[src/rtl/exc_pkg.sv]
// Shared constants and types for the exception commit controller: exccodes,
// vector addresses, FSM encoding and the flag bundle fed to the priority encoder.
package exc_pkg;

    localparam logic [4:0] EXC_INT  = 5'h00;
    localparam logic [4:0] EXC_ADEL = 5'h04;
    localparam logic [4:0] EXC_ADES = 5'h05;
    localparam logic [4:0] EXC_SYS  = 5'h08;
    localparam logic [4:0] EXC_BP   = 5'h09;
    localparam logic [4:0] EXC_RI   = 5'h0A;
    localparam logic [4:0] EXC_OV   = 5'h0C;

    localparam logic [31:0] EXC_VECTOR = 32'hBFC0_0380;
    localparam logic [31:0] RESET_PC   = 32'hBFC0_0000;

    typedef enum logic [1:0] {
        ST_IDLE     = 2'd0,
        ST_FLUSH    = 2'd1,
        ST_REDIRECT = 2'd2
    } exc_state_e;

    typedef enum logic [1:0] {
        BV_NONE = 2'd0,
        BV_PC   = 2'd1,
        BV_DATA = 2'd2
    } badv_sel_e;

    typedef struct packed {
        logic adel_if;
        logic ri;
        logic ov;
        logic sys;
        logic bp;
        logic adel_d;
        logic ades_d;
    } exc_flags_t;

    // EPC points at the branch when the faulting instruction sits in its delay slot.
    function automatic logic [31:0] epc_of(input logic [31:0] pc, input logic bd);
        return bd ? (pc - 32'd4) : pc;
    endfunction

endpackage

[src/rtl/exc_prio_enc.sv]
// Fixed-priority encoder: interrupt and exception flags to a single
// (valid, exccode, BadVAddr source) selection.
module exc_prio_enc
    import exc_pkg::*;
(
    input  logic       int_pending_i,
    input  exc_flags_t flags_i,
    output logic       valid_o,
    output logic [4:0] exccode_o,
    output badv_sel_e  badv_sel_o
);

    always_comb begin
        valid_o    = 1'b1;
        exccode_o  = EXC_INT;
        badv_sel_o = BV_NONE;
        if (int_pending_i) begin
            exccode_o = EXC_INT;
        end else if (flags_i.adel_if) begin
            exccode_o  = EXC_ADEL;
            badv_sel_o = BV_PC;
        end else if (flags_i.ri) begin
            exccode_o = EXC_RI;
        end else if (flags_i.ov) begin
            exccode_o = EXC_OV;
        end else if (flags_i.sys) begin
            exccode_o = EXC_SYS;
        end else if (flags_i.bp) begin
            exccode_o = EXC_BP;
        end else if (flags_i.adel_d) begin
            exccode_o  = EXC_ADEL;
            badv_sel_o = BV_DATA;
        end else if (flags_i.ades_d) begin
            exccode_o  = EXC_ADES;
            badv_sel_o = BV_DATA;
        end else begin
            valid_o = 1'b0;
        end
    end

endmodule

[src/rtl/exc_commit_ctrl.sv]
// Exception commit controller: prioritises the commit-slot exception, drives the
// CP0 update / ERET EXL-clear, then flushes and redirects fetch. Optional EXC_PERF_CNT_EN.
//
// state       | meaning
// ST_IDLE     | accepting commit slot; trap/ERET handled combinationally here
// ST_FLUSH    | one-cycle flush of younger stages
// ST_REDIRECT | redirect_valid held until fetch accepts
module exc_commit_ctrl
    import exc_pkg::*;
(
    input  logic        clk,
    input  logic        rst,
    input  logic        in_valid,
    output logic        in_ready,
    input  logic [31:0] in_pc,
    input  logic        in_in_delay_slot,
    input  logic        in_exc_adel_if,
    input  logic        in_exc_ri,
    input  logic        in_exc_ov,
    input  logic        in_exc_sys,
    input  logic        in_exc_bp,
    input  logic        in_exc_adel_d,
    input  logic        in_exc_ades_d,
    input  logic        in_eret,
    input  logic [31:0] in_data_vaddr,
    input  logic        cp0_int_pending,
    input  logic [31:0] cp0_epc,
    output logic        cp0_update_ena,
    output logic [4:0]  cp0_exccode,
    output logic        cp0_bd,
    output logic        cp0_exl,
    output logic [31:0] cp0_epc_o,
    output logic        cp0_badvaddr_ena,
    output logic [31:0] cp0_badvaddr,
    output logic        cp0_cls_exl,
    output logic        flush,
    output logic        redirect_valid,
    output logic [31:0] redirect_pc,
    input  logic        redirect_ready
`ifdef EXC_PERF_CNT_EN
    ,
    output logic [31:0] exc_count
`endif
);

    exc_state_e  state_q;
    logic        flush_q;
    logic        redirect_valid_q;
    logic [31:0] redirect_pc_q;

    exc_flags_t  flags;
    logic        enc_valid;
    logic [4:0]  enc_exccode;
    badv_sel_e   enc_badv_sel;
    logic        accept;
    logic        trap_take;
    logic        eret_take;

    assign flags = '{adel_if: in_exc_adel_if, ri: in_exc_ri, ov: in_exc_ov,
                     sys: in_exc_sys, bp: in_exc_bp, adel_d: in_exc_adel_d,
                     ades_d: in_exc_ades_d};

    exc_prio_enc u_prio_enc (
        .int_pending_i (cp0_int_pending),
        .flags_i       (flags),
        .valid_o       (enc_valid),
        .exccode_o     (enc_exccode),
        .badv_sel_o    (enc_badv_sel)
    );

    // Combinational CP0 strobes are masked during reset so every output reads 0.
    assign accept    = (state_q == ST_IDLE) && !rst;
    assign trap_take = accept && in_valid && enc_valid;
    assign eret_take = accept && in_valid && in_eret && !enc_valid;

    assign in_ready         = accept;
    assign cp0_update_ena   = trap_take;
    assign cp0_exl          = trap_take;
    assign cp0_exccode      = trap_take ? enc_exccode : 5'd0;
    assign cp0_bd           = trap_take && in_in_delay_slot;
    assign cp0_epc_o        = trap_take ? epc_of(in_pc, in_in_delay_slot) : 32'd0;
    assign cp0_badvaddr_ena = trap_take && (enc_badv_sel != BV_NONE);
    assign cp0_badvaddr     = !trap_take                ? 32'd0 :
                              (enc_badv_sel == BV_PC)   ? in_pc :
                              (enc_badv_sel == BV_DATA) ? in_data_vaddr : 32'd0;
    assign cp0_cls_exl      = eret_take;

    always_ff @(posedge clk) begin
        if (rst) begin
            state_q          <= ST_IDLE;
            flush_q          <= 1'b0;
            redirect_valid_q <= 1'b0;
            redirect_pc_q    <= 32'd0;
        end else begin
            case (state_q)
                ST_IDLE: begin
                    if (trap_take) begin
                        redirect_pc_q <= EXC_VECTOR;
                        flush_q       <= 1'b1;
                        state_q       <= ST_FLUSH;
                    end else if (eret_take) begin
                        redirect_pc_q <= cp0_epc;
                        flush_q       <= 1'b1;
                        state_q       <= ST_FLUSH;
                    end
                end
                ST_FLUSH: begin
                    flush_q          <= 1'b0;
                    redirect_valid_q <= 1'b1;
                    state_q          <= ST_REDIRECT;
                end
                ST_REDIRECT: begin
                    if (redirect_ready) begin
                        redirect_valid_q <= 1'b0;
                        state_q          <= ST_IDLE;
                    end
                end
                default: begin
                    flush_q          <= 1'b0;
                    redirect_valid_q <= 1'b0;
                    state_q          <= ST_IDLE;
                end
            endcase
        end
    end

    assign flush          = flush_q;
    assign redirect_valid = redirect_valid_q;
    assign redirect_pc    = redirect_pc_q;

`ifdef EXC_PERF_CNT_EN
    logic [31:0] exc_count_q;
    logic [31:0] exc_count_d;

    assign exc_count_d = cp0_update_ena ? (exc_count_q + 32'd1) : exc_count_q;

    always_ff @(posedge clk) begin
        if (rst) begin
            exc_count_q <= 32'd0;
        end else begin
            exc_count_q <= exc_count_d;
        end
    end

    assign exc_count = exc_count_q;
`endif

endmodule

[config.mk]
export PLATFORM = sky130hd
export DESIGN_NAME = exc_commit_ctrl
export DESIGN_NICKNAME = d
export VERILOG_FILES = /design/src/rtl/exc_pkg.sv /design/src/rtl/exc_prio_enc.sv /design/src/rtl/exc_commit_ctrl.sv
export SDC_FILE = /design/constraint.sdc
export NUM_CORES = 1
export LEC_CHECK = 0
export ABC_AREA = 1
export CORE_UTILIZATION = 33
export DETAILED_ROUTE_END_ITERATION = 8
export PLACE_DENSITY = 0.78
export REMOVE_ABC_BUFFERS = 1
export SLEW_MARGIN = 10
export SYNTH_ARGS = -nofsm -noshare
export SYNTH_HDL_FRONTEND = slang
export SYNTH_SLANG_ARGS = --single-unit
[constraint.sdc]
create_clock -name clk -period 2.3 [get_ports clk]
set_clock_uncertainty 0.2 [all_clocks]
set_input_delay 0.69 -clock clk [delete_from_list [all_inputs] [get_ports clk]]
set_output_delay 0.69 -clock clk [all_outputs]
set_load 0.01 [all_outputs]
* After elaboration in Yosys (flattened, before gate mapping)
Index checks and enable logic that the tools add are counted.
** Storage, ports and cells
- Output and inout port bits :: 109
- Word-level logic and storage cells :: 70
- Register bits after elaboration :: 36
** Cells by class
- Bitwise gates (word level) :: 2
- Equal/unequal tests :: 6
- Mux-type cells :: 41
- Reductions and logical operators :: 16
- Add/sub/neg operators :: 1
** Operators by type and width (number)
- $mux 32 :: 7
- $mux 5 :: 8
- $sub 32x3->32 const B :: 1
- $mux 2 :: 11
- $mux 1 :: 11
- $reduce_and 2->1 :: 4
- $logic_and 1x1->1 :: 7
- $pmux 2 s3 :: 1
- $eq 2x1->1 const B :: 2
- $eq 2x2->1 const B :: 2
- $reduce_bool 2->1 :: 2
- $mux 3 :: 1
- $ne 3x3->1 const B :: 1
- $pmux 1 s3 :: 1
- $logic_not 1->1 :: 2
- $logic_not 2->1 :: 1
- $ne 2x2->1 const B :: 1
- $not 1->1 :: 2
- $pmux 1 s2 :: 1

* Depth between registers and ports, before layout
Gate-level depths: netlist of run 1.
- Depth after elaboration :: 13
- Depth in mapped cells :: 11

* Modules after synthesis
From an unflattened synthesis of run 1, not the netlist that was laid out.
** Unflattened totals
- Cells, all modules :: 543
- Area total of the unflattened synthesis :: 3121.7 um^2
** By module, submodules not included
- exc_commit_ctrl :: area each 2999.1 um^2, instances 1, cells each 514
- exc_prio_enc :: area each 122.6 um^2, instances 1, cells each 29

* Worst setup path before layout of run 1
No wires, ideal clock.
- Path kind :: input port to output port
- From :: input in_pc[2]
- To :: output cp0_epc_o[30]
- Setup slack :: -337 ps
- Data required time :: 1410 ps
- Path buffers :: 0
- Arrival :: 1747 ps
- Stages :: 10
- Cell sequence :: inv_1 > ha_1 > nand2_1 > inv_1 > nand3_1 > nor2_2 > nand4_1 > nand2_1 > nand2_1 > nor2_1
** Between the ends
- Word-level cells in the longest chain between the ends :: 3
** Ends and longest elaborated chain
- start, declared :: line exc_commit_ctrl.sv:15 : input logic [31:0] in_pc,
- $sub 32x3->32 :: line exc_pkg.sv:40 : return bd ? (pc - 32'd4) : pc;
- $mux 32 :: line exc_pkg.sv:40
- $mux 32 :: line exc_commit_ctrl.sv:81 : assign cp0_epc_o = trap_take ? epc_of(in_pc, in_in_delay_slot) : 32'd0;
- end, declared :: line exc_commit_ctrl.sv:32 : output logic [31:0] cp0_epc_o,
Every way passes these cells.

* Worst setup path in the final report of run 1
- From :: input in_pc[2]
- To :: output cp0_epc_o[27]
Same word-level chain as after synthesis.

==> summary.txt, run 1 <==
Timing
  • Final hold slack: between 0.2 and 0.3 ns
  • Fmax: about 0.33 GHz
  • RSZ-0062 raised after global routing: yes
  • Period utilization: 133%
  • Minimum clock period: 3.06 ns
  • Smallest setup slack after layout: -0.756 ns
  • Setup TNS: -37.06 ns
  • Final hold vios: 0
  • Setup violators final: between 70 and 80
  • Max-slew violation count: 0

Global route
  • Pin count of the biggest net entering global routing: 55
  • Met2 GRT Util: 59.4%
  • First-pass GRT wire length: around 26 mm
  • Global route overflow: 0
  • M1 GR Usage: a little under a third
  • GRT Overall Usage: 32.0%
  • Global route hottest layer: met2
  • Initial antenna violation count: 1
  • Met3 Use GR: a little over a tenth
  • Vias in the first global route: 5529

Drt
  • DRT iter0 DRCs: approximately 250
  • # DRC: 0
  • Vias: 5691
  • Total Wirelength: just under 20 mm
  • Antenna viol nets, final: 0
  • Via density: ~5.2
  • Drt wl/cell: around 18 microns
  • First-pass iteration count of the detailed router: 5

Power and ir drop
  • Leakage: 3.75 nW
  • Max VDD drop: about 0.54 mV
  • Total power: between 2 and 3 mW
  • Power per standard cell area: around 340 nW/um^2

Clock tree
  • Worst skew pair latency: ~0.29 ns
  • CTS Hold Buffers Added: 0
  • Longest Clk Path Bufs: 2
  • Sink Count: 36
  • CTS tree: yes
  • Root buf cell: clkbuf_8
  • H-tree depth: 2
  • Clk pin slew, worst setup/hold paths: 0.08 ns
  • TritonCTS Buffers: 5

Min path
  • Hold Path Depth: 2
  • Worst hold start: redirect_valid$_SDFFE_PP0P_
  • Min-delay worst type: flop to flop
  • Worst Hold Path EP: redirect_valid$_SDFFE_PP0P_

Logic synthesis
  • Post-Synth Adder-Cell Area: 0.384%
  • Synth top area share: between 20% and 30%
  • Synthesized flop and latch total: 36
  • Synth Area in Simple Gates: between 40% and 50%
  • Library cells used by synthesis: 32
  • Synthesized cell area: 3250 sq um
  • Main combinational cell family by area after synthesis: simple AND/OR/NAND/NOR gates
  • Synthesized area per cell: 5.40 sq um
  • Xor/xnor cell area share of the yosys netlist: 2.15%
  • Mux share of post-synthesis cell area: 0.308%
  • Synth warnings: 0
  • Compound-Gate Fraction of Synth Area: about 12%
  • Number of standard cells after synthesis: 603
  • Area leader, netlist: dfxtp_1
  • Area contributors post-synth: dfxtp_1, nand2_1, nor2_1
  • Sequential element share of the synthesized area: 22.1%

Worst setup path
  • CP required: between 1 and 1.5 ns
  • RR Startpoint: state_q[0]$_SDFFE_PP0P_
  • Crit-path most repeated cell: nand2_1
  • Worst Path Buf+Inv: 5
  • Cells on worst reg2reg path: 13
  • Reg2reg setup slack: 0.18 ns
  • Critical Path Start Type: input pin
  • Delay-heaviest family, CP: simple AND/OR/NAND/NOR gates
  • Worst endpoint data arrival time: approximately 2.2 ns
  • Worst reg2reg endpoint: redirect_pc[8]$_SDFFE_PP0P_
  • Critical-path cell list: buf_8 > buf_6 > nor2_4 > buf_6 > nand4_1 > nor2_1 > buf_4 > nand2_1 > nand2_1 > nand2_1 > nor2_1 > buf_2
  • CP max FO: 4
  • Critical Path End Type: output port
  • Slowest-stage cell, CP: buf_2
  • Max incr delay on CP: between 0.15 and 0.2 ns
  • WS Path Type: input pin to output port

Floorplanning
  • Area of the die: just over 10000 sq um
  • Cell Rows: 35
  • Die width: around 100 microns
  • # IOs: 219
  • Core Footprint: ~9400 sq um
  • Die Y: about 100 microns
  • Initial core utilization: 34.6%

Finish
  • Design area: 7740 sq um
  • Share of cells above drive strength 1: between 40 and 50%
  • Fillers: 532
  • Most frequent cells in the layout: nand2_1, buf_4, clkdlybuf4s50_1
  • Commonest non-fill, non-tap cell in the layout: nand2_1
  • Layout Utilization: about 80%
  • Fin nets: between 1000 and 1500
  • Non-Filler Instances: roughly 1100
  • Synthesis-to-layout area growth: 138%

Run status
  • Status: finished with violations
  • Violated checks: negative setup slack

Place
  • Pre-CTS WS: -1.47 ns
  • Port Buffers: 217
  • # placed instances: around 1000
  • Hpwl dp: around 10 mm
  • Placed Area: around 6200 sq um
  • Final GP Congestion: about 0.86

Job
  • Max-cap violations: 0
## flip-flops by register name, summed over array words and instances (netlist names)
register / flops
flush: 1
state_q: 2
redirect_valid: 1
redirect_pc: 32
## tightest hold or removal path, cell delays in order (launching register included)
cell	delay, ns
dfxtp_1	0.32
nand2_1	0.06
a21oi_1	0.06
## timing repair
| item | in CTS | in global routing |
|---|---|---|
| pin swaps | 91 | 82 |
| gates cloned | 7 | 6 |
| buffers inserted | 44 | 28 |
| endpoints found under the setup margin | 108 | 86 |
| resized for setup | 631 | 142 |
## metal layers
metal | vias to the layer above | share of wire [%]
met3 | 108 | 10
li1 | 2593 | -
met4 | 0 | 6.3
met5 | - | 0
met1 | 2622 | 33
met2 | 368 | 51
## cell usage after synthesis
cell,number
a211oi_1,1
a21oi_1,28
buf_1,2
buf_2,9
buf_4,5
buf_6,5
clkbuf_1,7
conb_1,1
dfxtp_1,36
ha_1,1
inv_1,89
inv_2,2
mux2i_1,1
nand2_1,152
nand2_2,3
nand2_4,1
nand3_1,44
nand3_2,1
nand4_1,13
nor2_1,134
nor2_2,6
nor2_4,2
nor3_1,4
nor3_4,2
nor4_1,2
o211a_1,1
o21ai_0,34
o21ai_1,5
o21ai_2,1
o21bai_1,2
or2_2,1
xor2_1,8
## report_power, final
part | leakage, nW | total [mW] | switching (mW) | internal [mW]
Sequential | 0.298 | 0.725 | 0.0369 | 0.688
Combinational | 3.40 | 1.30 | 0.624 | 0.672
Clock | 0.0541 | 0.575 | 0.254 | 0.321
## layout make-up
cell class                 instances  area, sq um  share of cell area [%]
multi-input combinational        449         2890                    37.4
clock inverter                     3         42.5                   0.550
sequential                        36          723                    9.34
inverter                          91          364                    4.70
clock buffer                       5         68.8                   0.889
tap                              129          161                    2.09
timing repair buffer             380         3490                    45.0
antenna                            1         2.50                  0.0323
## how the worst max path moves through the flow
stage | slack (ns) | to | from | cells past startpoint
finish | -0.76 | cp0_epc_o[27] | in_pc[2] | 12
global placement | -1.40 | cp0_epc_o[13] | in_in_delay_slot | 11
global route | -0.95 | cp0_epc_o[30] | in_pc[3] | 12
detailed placement | -1.47 | cp0_epc_o[13] | in_in_delay_slot | 11
CTS | -0.59 | cp0_badvaddr[27] | in_exc_ov | 9
floorplan | -0.86 | cp0_epc_o[3] | rst | 5
## cells by family (layout without fill, tap and decap cells)
family	Yosys count	in the layout
and+or+nand+nor	365	365
buffers and inverters	119	479
AOI/OAI and AO/OA	72	73
muxes	1	1
DFF	36	36
adders and majority gates	1	1
xor gates and xnor gates	8	8
other	1	2
Note: power is estimated with default switching activity, not from simulation.
==> inputs of run 2 (changes only) <==
--- a/config.mk
+++ b/config.mk
@@ -6,9 +6,12 @@
 export NUM_CORES = 1
 export LEC_CHECK = 0
 export ABC_AREA = 1
-export CORE_UTILIZATION = 33
+export CAP_MARGIN = 25
+export CORE_AREA = 2 2 84 86
 export DETAILED_ROUTE_END_ITERATION = 8
-export PLACE_DENSITY = 0.78
+export DIE_AREA = 0 0 86 88
+export DONT_BUFFER_PORTS = 1
+export PLACE_DENSITY = 0.66
 export REMOVE_ABC_BUFFERS = 1
 export SLEW_MARGIN = 10
 export SYNTH_ARGS = -nofsm -noshare
==> run 2 against run 1 <==
- count of clock-buffer cells in the layout grew 1
- wire length shrank 24%
- worst setup slack gained 0.31 ns
- sequential cell count is the same
- the flow finishes with violations (design-rule violations, negative setup slack)
- sequential share of layout area grew 4.2 points
- worst hold slack lost 0.014 ns
- total power shrank 26%
- final cell count shrank 28%
- final area shrank 31%
- non-clock buffer count shrank 258
- register-to-register slack gained 0.18 ns
- first-iteration DRC count grew 38%
==> summary.txt, run 2 (synthesized netlist as in run 1, its figures left out) <==
Global route
  • Vias in the first global route: between 3000 and 4000
  • M1 GR Usage: around 29%
  • First-pass GRT wire length: ~17 mm
  • Initial antenna violation count: 0
  • Pin count of the biggest net entering global routing: 49
  • Met3 Use GR: 6.03%
  • Met2 GRT Util: a little under three fifths
  • Global route overflow: 0
  • GRT Overall Usage: roughly 28%
  • Global route hottest layer: met2

Floorplanning
  • Cell Rows: 30
  • Area of the die: about 7600 sq um
  • Core Footprint: ~6600 sq um
  • Initial core utilization: between 40% and 50%
  • Die width: 86 microns
  • # IOs: 219
  • Die Y: 88 microns

Drt
  • First-pass iteration count of the detailed router: 8
  • Vias: 4646
  • Drt wl/cell: 18.7 microns
  • Antenna viol nets, final: 0
  • Total Wirelength: about 15 mm
  • DRT iter0 DRCs: about 340
  • Via density: roughly 5.9
  • # DRC: 1

Timing
  • Period utilization: 119%
  • Minimum clock period: ~2.7 ns
  • Smallest setup slack after layout: -0.448 ns
  • Max-slew violation count: 0
  • RSZ-0062 raised after global routing: yes
  • Fmax: 0.364 GHz
  • Setup violators final: 71
  • Final hold vios: 0
  • Final hold slack: 0.272 ns

Power and ir drop
  • Reg power frac: around two fifths
  • Net switching power: ~0.7 mW
  • Max VDD drop: roughly 0.55 mV
  • Leakage: 2.49 nW
  • Logic pwr share: between 30% and 40%
  • Power per standard cell area: ~360 nW/um^2
  • Clk pwr share: approximately 22%
  • Internal power: 1.22 mW
  • Switching fraction of total power: a little over a third

Min path
  • Worst hold start: rst
  • Min-delay worst type: input pin to flop

Finish
  • Fin nets: about 820
  • Area taken by multi-input logic gates: ~2800 sq um
  • Non-Filler Instances: approximately 790
  • ANT cells: 0
  • Fillers: ~410
  • Max reg flops: 32
  • Reg area: 723 sq um
  • Design area: 5360 sq um
  • Commonest non-fill, non-tap cell in the layout: nand2_1
  • Layout Utilization: between 80% and 90%
  • Synthesis-to-layout area growth: 64.6%
  • Share of cells above drive strength 1: between 40% and 50%
  • Most frequent cells in the layout: nand2_1, inv_1, nor2_1

Place
  • Hpwl dp: between 7 and 8 mm
  • # placed instances: between 700 and 800
  • Port Buffers: 0
  • Final GP Congestion: 0.856
  • Placed Area: just under 4000 sq um
  • Pre-CTS WS: -0.479 ns

Worst setup path
  • CP max FO: 5
  • CP required: around 1.4 ns
  • Critical Path End Type: output port
  • Worst endpoint data arrival time: ~1.9 ns
  • RR Startpoint: state_q[0]$_SDFFE_PP0P_
  • Worst setup startpoint: in_in_delay_slot
  • WS Path Type: input pin to output port
  • Critical Path Start Type: input pin

Clock tree
  • Longest Clk Path Bufs: 2
  • Sink Count: 36
  • CTS tree: yes
  • Worst skew pair latency: around 0.28 ns
  • H-tree depth: 2
  • CTS Hold Buffers Added: 0
  • Root buf cell: clkbuf_8
  • TritonCTS Buffers: 5
  • Clk pin slew, worst setup/hold paths: 0.07 ns

Run status
  • Violated checks: design-rule violations, negative setup slack
  • Status: finished with violations

Job
  • Max-cap violations: 0
## run 2: cell count changes in the layout (fill, tap and decap cells not counted), moves of 21 or more
cell             previous run  this run
clkdlybuf4s50_1           103         0
buf_4                     106        75
buf_2                      76         0
buf_6                      50        29
## run 2: stage by stage
stage	TNS [ns]	power, mW
2_1_floorplan	-51.15	1.07
3_3_place_gp	-19.42	1.25
3_5_place_dp	-20.50	1.27
4_1_cts	-17.28	1.81
5_1_grt	-24.74	2.02
6_report	-21.44	1.91
## run 2: power groups by stage
stage / registers [mW] / logic [mW] / clock network (mW)
5_1_grt: 0.769 / 0.794 / 0.458
3_5_place_dp: 0.775 / 0.492 / 0
3_3_place_gp: 0.774 / 0.480 / 0
2_1_floorplan: 0.760 / 0.312 / 0
4_1_cts: 0.762 / 0.616 / 0.432
6_report: 0.762 / 0.732 / 0.419
## run 2: cell type report
class                      instances  area share, %
clock inverter                     1         0.0935
sequential                        36           13.5
multi-input combinational        449           52.6
tap                               80           1.87
inverter                          91           7.29
clock buffer                       6           1.36
timing repair buffer             122           23.3
## run 2: layer usage
metal | part of all wire [%] | vias up | routed length, microns
li1 | - | 2068 | -
met1 | 32 | 2085 | 4680
met3 | 12 | 114 | 1700
met2 | 50 | 379 | 7360
met5 | 0 | - | 0
met4 | 6.5 | 0 | 960
## run 2: path summary, 6_finish.rpt
path / cells after the start / end / slack (ns)
worst max-delay path: 10 / cp0_epc_o[27] / -0.45
worst min-delay path: 1 / redirect_valid$_SDFFE_PP0P_ / 0.27
worst max register to register: 12 / redirect_pc[31]$_SDFFE_PP0P_ / 0.36
worst min register to register: 2 / redirect_valid$_SDFFE_PP0P_ / 0.32
## run 2: what timing repair did
action	in CTS	in global routing
setup buffers	27	8
endpoints found under the setup margin	72	72
pin swaps	28	39
resized for setup	142	125
cloned	4	4
## run 2: critical path, cell delays in order
cell	delay, ns
inv_8	0.01
nor2_4	0.14
nand4_1	0.18
nor2_1	0.16
buf_4	0.16
buf_4	0.10
nand3_1	0.08
nand2_1	0.14
nor2_2	0.04
buf_4	0.13
